## config.mk

```make
export PLATFORM = sky130hd
export DESIGN_NAME = float_norm_round
export DESIGN_NICKNAME = d
export VERILOG_FILES = /design/src/rtl/float_pkg.sv /design/src/rtl/float_naive_lzc.sv /design/src/rtl/float_norm_round.sv
export SDC_FILE = /design/constraint.sdc
export NUM_CORES = 1
export LEC_CHECK = 0
export ABC_AREA = 1
export CORE_MARGIN = 8
export CORE_UTILIZATION = 46
export DETAILED_ROUTE_END_ITERATION = 6
export GPL_ROUTABILITY_DRIVEN = 1
export PLACE_DENSITY = 0.71
export SYNTH_ARGS = -nofsm -noshare
export SYNTH_HDL_FRONTEND = slang
export SYNTH_SLANG_ARGS = --single-unit
```

## constraint.sdc

```tcl
create_clock -name clk -period 4.2 [get_ports clk]
set_input_delay 0.63 -clock clk [delete_from_list [all_inputs] [get_ports clk]]
set_output_delay 0.63 -clock clk [all_outputs]
set_load 0.01 [all_outputs]
```

## src/rtl/float_pkg.sv

```systemverilog
// float_pkg: shared FP32 constants and types for the adder's normalize/round datapath
package float_pkg;
   localparam int          BIAS    = 127;
   localparam int          EXP_MAX = 255;
   localparam logic [31:0] QNAN    = 32'h7FC00000;
   localparam logic [31:0] INF     = 32'h7F800000;
   typedef struct packed {
      logic        ovf;
      logic        hidden;
      logic [22:0] frac;
      logic        guard;
   } mant_t;
   typedef struct packed {
      logic ovfl;
      logic unfl;
      logic inex;
   } flags_t;
endpackage

```

## src/rtl/float_naive_lzc.sv

```systemverilog
// float_naive_lzc: linear-scan leading zero counter, result = BIAS + STEP * zeros
module float_naive_lzc #(
   parameter int INPUT_WIDTH  = 26,
   parameter int OUTPUT_WIDTH = 5,
   parameter int STEP         = 1,
   parameter int BIAS         = 0
) (
   input  logic [INPUT_WIDTH-1:0]  i_data,
   output logic [OUTPUT_WIDTH-1:0] o_count
);
   always_comb begin
      o_count = OUTPUT_WIDTH'(BIAS + STEP * INPUT_WIDTH);
      for (int i = 0; i < INPUT_WIDTH; i++)
         if (i_data[i]) o_count = OUTPUT_WIDTH'(BIAS + STEP * (INPUT_WIDTH - 1 - i));
   end
endmodule

```

## src/rtl/float_norm_round.sv

```systemverilog
// float_norm_round: 2-stage normalize then round-to-nearest-even and pack to binary32 (FTZ)
module float_norm_round
   import float_pkg::*;
#(
   parameter int EXP_W  = 10,
   parameter int MANT_W = 26
) (
   input  logic              clk,
   input  logic              rst,
   input  logic              in_valid,
   output logic              in_ready,
   input  logic              in_sign,
   input  logic [EXP_W-1:0]  in_exp,
   input  logic [MANT_W-1:0] in_mant,
   input  logic              in_sticky,
   input  logic              in_nan,
   input  logic              in_inf,
   output logic              out_valid,
   input  logic              out_ready,
   output logic [31:0]       out_result,
   output logic              out_of,
   output logic              out_uf,
   output logic              out_nx
);
   logic [4:0]       w_n;
   mant_t            w_m1, r_s1_m;
   logic [EXP_W-1:0] w_e1, r_s1_e1;
   logic             w_st1, w_zero, w_s1_adv, w_s2_adv;
   logic             r_s1_valid, r_s1_sign, r_s1_sticky, r_s1_nan, r_s1_inf, r_s1_zero;
   logic             w_up, w_unused;
   logic [23:0]      w_fr;
   logic [EXP_W:0]   w_e2;
   logic [31:0]      w_res, r_res;
   flags_t           w_fl, r_fl;
   logic             r_s2_valid;

   assign w_s2_adv = !r_s2_valid || out_ready;
   assign w_s1_adv = !r_s1_valid || w_s2_adv;
   assign in_ready = w_s1_adv;

   float_naive_lzc #(.INPUT_WIDTH(MANT_W), .OUTPUT_WIDTH(5), .STEP(1), .BIAS(0)) u_lzc (
      .i_data (in_mant),
      .o_count(w_n)
   );

   // leading one lands on the hidden bit; a right shift folds the old guard into sticky
   assign w_m1   = (w_n == 5'd0) ? mant_t'(in_mant >> 1) : mant_t'(in_mant << (w_n - 5'd1));
   assign w_st1  = in_sticky | (w_n == 5'd0 && in_mant[0]);
   assign w_e1   = in_exp + EXP_W'(1) - EXP_W'(w_n);
   assign w_zero = in_mant == '0 && !in_sticky;

   always_ff @(posedge clk or posedge rst)
      if (rst) begin
         r_s1_valid  <= 1'b0;
         r_s1_sign   <= 1'b0;
         r_s1_e1     <= '0;
         r_s1_m      <= '0;
         r_s1_sticky <= 1'b0;
         r_s1_nan    <= 1'b0;
         r_s1_inf    <= 1'b0;
         r_s1_zero   <= 1'b0;
      end else if (w_s1_adv) begin
         r_s1_valid <= in_valid;
         if (in_valid) begin
            r_s1_sign   <= in_sign;
            r_s1_e1     <= w_e1;
            r_s1_m      <= w_m1;
            r_s1_sticky <= w_st1;
            r_s1_nan    <= in_nan;
            r_s1_inf    <= in_inf;
            r_s1_zero   <= w_zero;
         end
      end

   assign w_up     = r_s1_m.guard && (r_s1_sticky || r_s1_m.frac[0]);
   assign w_fr     = {1'b0, r_s1_m.frac} + 24'(w_up);
   assign w_e2     = {r_s1_e1[EXP_W-1], r_s1_e1} + (EXP_W+1)'(w_fr[23]);
   assign w_unused = r_s1_m.ovf ^ r_s1_m.hidden;

   always_comb begin
      w_res = {r_s1_sign, w_e2[7:0], w_fr[22:0]};
      w_fl  = '{ovfl: 1'b0, unfl: 1'b0, inex: r_s1_m.guard | r_s1_sticky};
      if (r_s1_nan) begin
         w_res = QNAN;
         w_fl  = '0;
      end else if (r_s1_inf) begin
         w_res = {r_s1_sign, INF[30:0]};
         w_fl  = '0;
      end else if (r_s1_zero) begin
         w_res = {r_s1_sign, 31'b0};
         w_fl  = '0;
      end else if (!w_e2[EXP_W] && w_e2 >= (EXP_W+1)'(EXP_MAX)) begin
         w_res = {r_s1_sign, INF[30:0]};
         w_fl  = '{ovfl: 1'b1, unfl: 1'b0, inex: 1'b1};
      end else if (w_e2[EXP_W] || w_e2 == '0) begin
         w_res = {r_s1_sign, 31'b0};
         w_fl  = '{ovfl: 1'b0, unfl: 1'b1, inex: 1'b1};
      end
   end

   always_ff @(posedge clk or posedge rst)
      if (rst) begin
         r_s2_valid <= 1'b0;
         r_res      <= '0;
         r_fl       <= '0;
      end else if (w_s2_adv) begin
         r_s2_valid <= r_s1_valid;
         if (r_s1_valid) begin
            r_res <= w_res;
            r_fl  <= w_fl;
         end
      end

   assign out_valid  = r_s2_valid;
   assign out_result = r_res;
   assign out_of     = r_fl.ovfl;
   assign out_uf     = r_fl.unfl;
   assign out_nx     = r_fl.inex;
endmodule
```

# After elaboration in Yosys (flattened, before gate mapping)

Index checks and enable logic that the tools add are counted.

Output and inout bits: 37
Register bits: 76
Input bits: 44
Word-level logic and storage cells: 77

Bitwise operators: 2
Magnitude comparators: 1
Multiplexer cells: 37
Reduce and logical (&&, ||, !) cells: 17
Shifts and indexed selects: 1
$add $sub $neg: 5

Operators by type and width:

| kind                                                 | number |
|---|---|
| 2-to-1 mux 31 bit                                    | 4 |
| 2-to-1 mux 5 bit                                     | 16 |
| 2-to-1 mux 32 bit                                    | 1 |
| 2-to-1 mux 4 bit                                     | 8 |
| logical NOT 26 bit                                   | 1 |
| left shift 26 x 5 -> 24 bit                          | 1 |
| adder 23 x 1 -> 24 bit                               | 1 |
| 2-to-1 mux 24 bit                                    | 1 |
| 2-to-1 mux 3 bit                                     | 4 |
| adder 10 x 2 -> 11 bit                               | 1 |
| >= comparator 11 x 8 -> 1 bit, second input constant | 1 |
| logical NOT 11 bit                                   | 1 |
| adder 10 x 1 -> 10 bit, second input constant        | 1 |
| subtractor 10 x 5 -> 10 bit                          | 1 |
| 2-to-1 mux 2 bit                                     | 3 |
| logical NOT 5 bit                                    | 1 |
| subtractor 5 x 1 -> 5 bit, second input constant     | 1 |
| logical AND 1 bit                                    | 4 |
| logical NOT 1 bit                                    | 4 |
| logical OR 1 bit                                     | 4 |
| AND reduction 2 bit                                  | 2 |
| bitwise OR 1 bit                                     | 2 |

# Depth between registers and ports, before layout

Gate-level depths: netlist (run 1).

Word-level depth: 29
Mapped depth: 42
Gate-level depth less buffers: 41

# Hierarchy

From an unflattened synthesis (run 1), not the netlist that was laid out.

Cell total of the unflattened synthesis: 908
Area, all modules: 6045.8 sq um

Modules (own cells, without submodules):

| module           | area an instance (sq um) | seq. area each (sq um) | cells an instance | instances |
|---|---|---|---|---|
| float_norm_round | 5700.5                   | 1901.8                 | 830               | 1 |
| float_naive_lzc  | 345.3                    | 0.0                    | 78                | 1 |

# Worst setup path before layout (run 1)

No wires, ideal clock.

Path kind: register -> register
From: register r_s1_m[1] in the netlist's numbering
To: register r_res[19], in the netlist out_result[19]
Clock period less this slack: 4.031 ns
Required time: 4.067 ns
Slack: 0.169 ns
Buffers on the path: 1
Cell stages (with the launch flop): 32
Setup time: 0.133 ns
Arrival time: 3.898 ns
Cell sequence: dfrtp_1 nor2_1 nor2_1 ha_1 nand3_1 nor2_1 inv_1 nor2_1 nand4_1 nor2_1 nand4_1 nor3_1 inv_1 nor2_1 nand2_1 nor2_1 ha_1 ha_1 nand2_1 nor2_1 inv_1 nor2_1 nand2_1 nor2_1 nand3_1 a21oi_1 nand4_1 nand2_1 inv_1 nand3_1 clkbuf_1 o21ai_0

Word-level cells in the longest chain between the ends: 11
Elaborated cells on any way between the ends: 14
Classes of those cells: 2 x add/sub; 1 x order compare; 5 x mux; 6 x reduce/logical

Ends and longest elaborated chain:

| what                                                                           | RTL line                | text |
|---|---|---|
| start, declared                                                                | float_norm_round.sv:26  | `mant_t w_m1, r_s1_m;` |
| start signal, assigned                                                         | float_norm_round.sv:67  | `r_s1_m <= w_m1;` |
| logical OR 1 bit                                                               | float_norm_round.sv:75  | `assign w_up = r_s1_m.guard && (r_s1_sticky \|\| r_s1_m.frac[0]);` |
| logical AND 1 bit                                                              | float_norm_round.sv:75  |  |
| adder 23 x 1 -> 24 bit (*)                                                     | float_norm_round.sv:76  | `assign w_fr = {1'b0, r_s1_m.frac} + 24'(w_up);` |
| parallel branches: the longest is 4 deep, another holds adder 10 x 2 -> 11 bit | n/a                     |  |
| 2-to-1 mux 31 bit (*)                                                          | float_norm_round.sv:92  | `end else if (!w_e2[EXP_W] && w_e2 >= (EXP_W+1)'(EXP_MAX)) begin` |
| 2-to-1 mux 31 bit (*)                                                          | float_norm_round.sv:89  | `end else if (r_s1_zero) begin` |
| 2-to-1 mux 31 bit (*)                                                          | float_norm_round.sv:86  | `end else if (r_s1_inf) begin` |
| 2-to-1 mux 32 bit (*)                                                          | float_norm_round.sv:83  | `if (r_s1_nan) begin` |
| end signal, assigned                                                           | float_norm_round.sv:109 | `r_res <= w_res;` |
| end, declared                                                                  | float_norm_round.sv:33  | `logic [31:0] w_res, r_res;` |

Every way passes the cells marked *.
A chain may end at the register's enable or synchronous reset.

# Worst setup path after layout (run 1)

From: register r_s1_sticky
To: register r_res[25], in the netlist out_result[25]

Word-level cells in the longest chain between the ends: 11
Elaborated cells on any way between the ends: 14
Classes of those cells: 2 x add/sub; 1 x order compare; 5 x mux; 6 x reduce/logical

Ends and longest elaborated chain:

| what                                                                                  | RTL line               | text |
|---|---|---|
| start, declared                                                                       | float_norm_round.sv:29 | `logic r_s1_valid, r_s1_sign, r_s1_sticky, r_s1_nan, r_s1_inf, r_s1_zero;` |
| start signal, assigned                                                                | float_norm_round.sv:68 | `r_s1_sticky <= w_st1;` |
| logical OR 1 bit (*)                                                                  | float_norm_round.sv:75 |  |
| logical AND 1 bit (*)                                                                 | float_norm_round.sv:75 |  |
| adder 23 x 1 -> 24 bit (*)                                                            | float_norm_round.sv:76 |  |
| adder 10 x 2 -> 11 bit (*)                                                            | float_norm_round.sv:77 | `assign w_e2 = {r_s1_e1[EXP_W-1], r_s1_e1} + (EXP_W+1)'(w_fr[23]);` |
| parallel branches: the longest is 3 deep, another holds >= comparator 11 x 8 -> 1 bit | n/a                    |  |
| 2-to-1 mux 31 bit (*)                                                                 | float_norm_round.sv:92 |  |
| 2-to-1 mux 31 bit (*)                                                                 | float_norm_round.sv:89 |  |
| 2-to-1 mux 31 bit (*)                                                                 | float_norm_round.sv:86 |  |
| 2-to-1 mux 32 bit (*)                                                                 | float_norm_round.sv:83 |  |

Marks and branches as above.

==> results.sh, run 1 <==
export IMPL_r2r_setup_slack_ps=60
export IMPL_p_leak_nw=3.768
export IMPL_layout_drive_gt1_share=0.1310
export IMPL_crit_path_frequent_cell="nand2_1"
export IMPL_largest_register_ffs=32
export IMPL_layout_min_cycle_time_ps=4139
export IMPL_min_delay_start="out_result[16]"
export IMPL_syn_nets=929
export IMPL_antenna_found_initial=0
export IMPL_power_density_mw_per_mm2=379.2
export IMPL_clock_skew_ps=6.486
export IMPL_critPathKind="reg -> reg"
export IMPL_comb_power_share=0.413
export IMPL_pwr_share_clk=0.236
export IMPL_die_area_sq_mm=0.01616
export IMPL_grt_pass1_wl_um=28320
export IMPL_clockBufferDepth=2
export IMPL_start_util=0.4728
export IMPL_drc_errors=0
export IMPL_synth_ff_type="dfrtp_1"
export IMPL_cts_root_buf="clkbuf_16"
export IMPL_finalHoldViolCount=0
export IMPL_cts_buffers=9
export IMPL_synth_area_per_cell_sq_um=6.558
export IMPL_power_switching_mw=1.055
export IMPL_cts_tree="yes"
export IMPL_cts_hold_buffers=0
export IMPL_placed_area_sq_mm=0.006993
export IMPL_reg2reg_to="out_result[25]"
export IMPL_numClockSinks=76
export IMPL_diodes=0
export IMPL_htree_num_levels=3
export IMPL_ys_seq_area_frac=0.3349
export IMPL_path_max_fanout=4
export IMPL_wl_per_cell_um=15.14
export IMPL_grt_max_degree=52
export IMPL_maxCapViolations=0
export IMPL_cp_start_kind="flop"
export IMPL_ys_warn_count=0
export IMPL_arrival_ps=4360
export IMPL_fin_crit_sh=0.9854
export IMPL_rr_worst_depth=33
export IMPL_pre_cts_ws_ps=-373.1
export IMPL_final_cell_mix="228 x nand2_1, 145 x nand3_1, 88 x inv_1"
export IMPL_rsz0062_at_grt="yes"
export IMPL_p_int_mw=1.816
export IMPL_layout_area_overhead_vs_synth_pct=33.33
export IMPL_netlist_area_sq_mm=0.005679
export IMPL_cp_top_family="simple AND/OR/NAND/NOR gates"
export IMPL_grt_pass1_vias=5681
export IMPL_synth_edf_count=0
export IMPL_gp_congestion=0.9567
export IMPL_relSlewSlack=0.4455
export IMPL_fmax_mhz=241.6
export IMPL_wl_um=17250
export IMPL_io_buffer_count=80
export IMPL_io_pins=81
export IMPL_setup_viol_count_final=0
export IMPL_clkTransAtPathRegs_ps=50
export IMPL_rows=40
export IMPL_hold_slack_ps=483.0
export IMPL_dpl_hpwl_um=13070
export IMPL_clkLatencyLatePin_ps=330
export IMPL_drt_iter0_drc=597
export IMPL_crit_path_top_delay_cell="dfrtp_1"
export IMPL_syn_inst=866
export IMPL_vias=6111
export IMPL_worstMarginPinSlew_ps=830.6
export IMPL_tns_ps=0
export IMPL_detail_route_antenna_nets=0
export IMPL_status="finished clean"
export IMPL_required_ps=4420
export IMPL_setup_ws_ps=61.29
export IMPL_whs_endpoint="out_result[16]"
export IMPL_layout_commonest_cell="nand2_1"
export IMPL_worstHoldPathCells=2
export IMPL_chipWidth_um=127.1
export IMPL_synth_distinct_cells=38
export IMPL_die_h_um=127.1
export IMPL_rr_startpoint="r_s1_sticky"
export IMPL_crit_start="r_s1_sticky"
export IMPL_grt_util_all_layers=0.2128
export IMPL_p_seq_frac=0.350
export IMPL_postLayoutCellArea_sq_mm=0.007572
export IMPL_num_nets_final=1050
export IMPL_worst_path_buf_inv=5
export IMPL_coreArea_sq_mm=0.01201
export IMPL_grt_overflow_total=0
export IMPL_vdd_drop_max_uv=234.2
export IMPL_first_pass_iters=5
export IMPL_max_stage_delay_ps=350
export IMPL_vias_per_cell=5.365
export IMPL_switching_share=0.3675
export IMPL_drv_slew=0
export IMPL_hold_class="reg -> reg"
export IMPL_endpoint_kind="flop"
export IMPL_async_reset_ff_frac=1.000
export IMPL_ys_ff_latch=76
==> power by group through the flow <==
stage	Clock (mW)	Combinational [mW]	Sequential [mW]
after floorplan	0	0.600	1.03
after global routing	0.721	1.32	1.03
final	0.678	1.19	1.01
after detailed placement	0	1.09	1.01
after CTS	0.690	1.10	1.00
after global placement	0	1.08	1.01
==> Yosys cell counts (4+ instances only) <==
cell type / instances / area [sq um]
nand4_1: 10 / 62.56
nor3_1: 8 / 40.04
nand2_1: 232 / 870.8
nand3_1: 150 / 750.7
inv_1: 92 / 345.3
dfrtp_1: 76 / 1902
buf_2: 4 / 20.02
ha_1: 18 / 225.2
buf_1: 4 / 15.01
clkbuf_1: 24 / 90.09
o31ai_1: 5 / 37.54
xor2_1: 19 / 166.4
o21ai_1: 4 / 20.02
o21ai_0: 43 / 215.2
a22oi_1: 7 / 52.55
xnor2_1: 4 / 35.03
a21oi_1: 60 / 300.3
nor2_1: 79 / 296.5
==> layer usage <==
| layer | wire (um) | track usage | vias up |
|---|---|---|---|
| met1 | 8462 | 0.3133 | 2779 |
| li1 | - | - | 3100 |
| met4 | 394 | 0.08677 | 0 |
| met5 | 0 | 0 | - |
| met3 | 972 | 0.02496 | 33 |
| met2 | 7416 | 0.3076 | 199 |
==> worst min-delay path: stages, from the launching register on <==
cell and delay (ps):
dfrtp_1 340, nand2_1 60, o21ai_2 50
==> final cells by class <==
| type | instances | area (sq um) |
|---|---|---|
| fill | 1128 | 4439 |
| multi-input combinational | 659 | 3478 |
| sequential | 76 | 1902 |
| timing repair buffer | 145 | 1384 |
| inverter | 96 | 360.3 |
| clock buffer | 14 | 254.0 |
| tap | 147 | 183.9 |
| clock inverter | 2 | 10.01 |
==> what timing repair did <==
action                                  CTS  global route
gates resized for setup                   2            87
buffers inserted                          0             4
gates cloned                              0             2
endpoints found under the setup margin    5            46
pin swaps                                 0            17
==> stage by stage <==
| step | utilization | total power [mW] | cells |
|---|---|---|---|
| after floorplan | - | 1.629 | 866 |
| after global placement | 0.5822 | 2.091 | 1117 |
| after detailed placement | 0.5822 | 2.101 | 1117 |
| after CTS | 0.6049 | 2.790 | 1133 |
| after global routing | 0.6304 | 3.067 | 1139 |
| final | 0.6304 | 2.871 | 1139 |
==> worst max-delay path by stage <==
stage                           to  slack (ps)  depth (start not counted)
finish              out_result[25]          60                         33
floorplan           out_result[19]         170                         31
global placement        r_s1_e1[9]        -210                         42
detailed placement      r_s1_e1[9]        -370                         42
CTS                     r_s1_e1[9]           2                         42
global route        out_result[25]        -320                         32
==> cell families after synthesis <==
kind of cell	after synthesis	synth area share
compound gates	129	0.1234
xor+xnor	25	0.04318
buf+inv	131	0.09011
fa+ha+maj	19	0.04318
flops	76	0.3349
simple gates	486	0.3653
Note: power is estimated with default switching activity, not from simulation.
==> run 2, diff against run 1 <==
- CORE_MARGIN: 8 -> unset
==> run 2 against run 1 <==
Largest power group unchanged. Critical path depth fell by 3. Utilization rose by 1.9 points. Non-clock buffer count is 19 higher. Highest routed layer unchanged. Via count fell by 0.51%. Sequential power hardly changed. Sequential share of layout area is 0.73 points lower.
==> results.sh, run 2 (synthesized netlist as in run 1, its figures left out) <==
export IMPL_status="finished clean"
export IMPL_rr_startpoint="r_s1_sticky"
export IMPL_layout_commonest_cell="nand2_1"
export IMPL_crit_start="r_s1_sticky"
export IMPL_grt_max_degree=52
export IMPL_drt_iter0_drc=593
export IMPL_rsz0062_at_grt="yes"
export IMPL_r2r_setup_slack_ps=60
export IMPL_rows=40
export IMPL_routedLengthMet1_um=8263
export IMPL_rr_worst_depth=30
export IMPL_clock_skew_ps=8.305
export IMPL_drv_slew=0
export IMPL_maxCapViolations=0
export IMPL_vias_per_cell=5.250
export IMPL_num_nets_final=1069
export IMPL_tns_ps=0
export IMPL_hold_class="reg -> reg"
export IMPL_layout_drive_gt1_share=0.1503
export IMPL_placed_area_sq_mm=0.007116
export IMPL_fmax_mhz=241.6
export IMPL_htree_num_levels=3
export IMPL_cp_start_kind="flop"
export IMPL_chipWidth_um=113.1
export IMPL_p_leak_nw=3.882
export IMPL_finalHoldViolCount=0
export IMPL_clkLatencyLatePin_ps=330
export IMPL_cp_top_family="simple AND/OR/NAND/NOR gates"
export IMPL_io_pins=81
export IMPL_grt_pass1_wl_um=26950
export IMPL_detail_route_antenna_nets=0
export IMPL_arrival_ps=4380
export IMPL_fin_crit_sh=0.9855
export IMPL_grt_util_all_layers=0.2659
export IMPL_cts_hold_buffers=0
export IMPL_drc_errors=0
export IMPL_setup_viol_count_final=0
export IMPL_critical_path_cell_count=30
export IMPL_antenna_found_initial=0
export IMPL_diodes=0
export IMPL_start_util=0.4728
export IMPL_power_density_mw_per_mm2=395.6
export IMPL_hold_slack_ps=478.8
export IMPL_vias=6080
export IMPL_clkTransAtPathRegs_ps=60
export IMPL_worstMarginPinSlew_ps=817.2
export IMPL_grt_pass1_vias=5497
export IMPL_first_pass_iters=5
export IMPL_cts_buffers=9
export IMPL_wl_um=17020
export IMPL_dpl_hpwl_um=12650
export IMPL_layout_min_cycle_time_ps=4139
export IMPL_coreArea_sq_mm=0.01201
export IMPL_dr_wl_met3_um=784
export IMPL_numClockSinks=76
export IMPL_cts_tree="yes"
export IMPL_path_max_fanout=6
export IMPL_max_stage_delay_ps=350
export IMPL_grt_overflow_total=0
export IMPL_critPathCapture="out_result[6]"
export IMPL_total_power_mw=3.086
export IMPL_required_ps=4440
export IMPL_endpoint_kind="flop"
export IMPL_crit_path_top_delay_cell="dfrtp_1"
export IMPL_io_buffer_count=80
export IMPL_relSlewSlack=0.4518
export IMPL_met2_length_um=7661
export IMPL_die_h_um=113.1
export IMPL_reg2reg_to="out_result[6]"
export IMPL_layout_area_overhead_vs_synth_pct=37.34
export IMPL_clockBufferDepth=2
export IMPL_wl_per_cell_um=14.70
export IMPL_postLayoutCellArea_sq_mm=0.007800
export IMPL_critPathKind="reg -> reg"
export IMPL_final_cell_mix="228 x nand2_1, 148 x nand3_1, 89 x inv_1"
export IMPL_largest_register_ffs=32
export IMPL_die_area_sq_mm=0.01279
export IMPL_cts_root_buf="clkbuf_16"
export IMPL_vdd_drop_max_uv=206.8
export IMPL_top_layer="met4"
export IMPL_worst_path_buf_inv=4
export IMPL_gp_congestion=0.9861
## run 2: changes by cell type in the layout (fill, tap and decap cells not counted), sizes merged
cell,previous run,this run
dlymetal6s2s,10,6
clkinv,4,3
clkbuf,15,14
clkdlybuf4s50,70,74
buf,64,82
bufinv,0,3
## run 2: per-layer routing
layer / vias up / GRT usage
met4: 0 / 0.08333
met1: 2732 / 0.3934
li1: 3125 / -
met3: 23 / 0.02946
met5: - / 0
met2: 200 / 0.4070
## run 2: what timing repair did
item	in CTS	in global routing
pin swaps	0	18
gates resized for setup	2	70
gates cloned	0	3
setup buffers	0	9
setup endpoints to repair	24	41
## run 2: how the worst min path moves through the flow
stage	start	to	slack, ps	depth (start not counted)
after floorplan	r_s1_sign	r_s1_sign	450	2
after global placement	out_result[20]	out_result[20]	470	2
after detailed placement	out_result[16]	out_result[16]	470	2
after CTS	out_result[16]	out_result[16]	490	2
after global routing	out_result[9]	out_result[9]	500	2
final	out_result[16]	out_result[16]	480	2
## run 2: metrics by stage
step / setup slack (ps) / utilization / std cells
after global routing: -296.3 / 0.6494 / 1158
after CTS: 4.550 / 0.6224 / 1146
after detailed placement: -334.3 / 0.5924 / 1130
after global placement: -205.9 / 0.5924 / 1130
after floorplan: 168.8 / - / 866
final: 60.93 / 0.6494 / 1158
## run 2: layout make-up
cell class | instances | area [sq um]
Fill cell | 1132 | 4212
Inverter | 96 | 360.3
Sequential cell | 76 | 1902
Tap cell | 147 | 183.9
Clock inverter | 4 | 95.09
Timing Repair Buffer | 164 | 1551
Clock buffer | 12 | 256.5
Multi-Input combinational cell | 659 | 3451
## run 2: power by group
part | switching [mW] | internal, mW
Combinational | 0.659 | 0.522
Sequential | 0.120 | 0.889
Clock | 0.285 | 0.612
## run 2: worst reg2reg max path: cells and delay by family, from the launching register on
| family | cells | cell delay, ps |
|---|---|---|
| AND/OR/NAND/NOR | 20 | 2220 |
| adder cells (fa/ha/maj) | 3 | 590 |
| AO/OA/AOI/OAI | 3 | 480 |
| buffers and inverters | 4 | 400 |
| flip-flops | 1 | 350 |
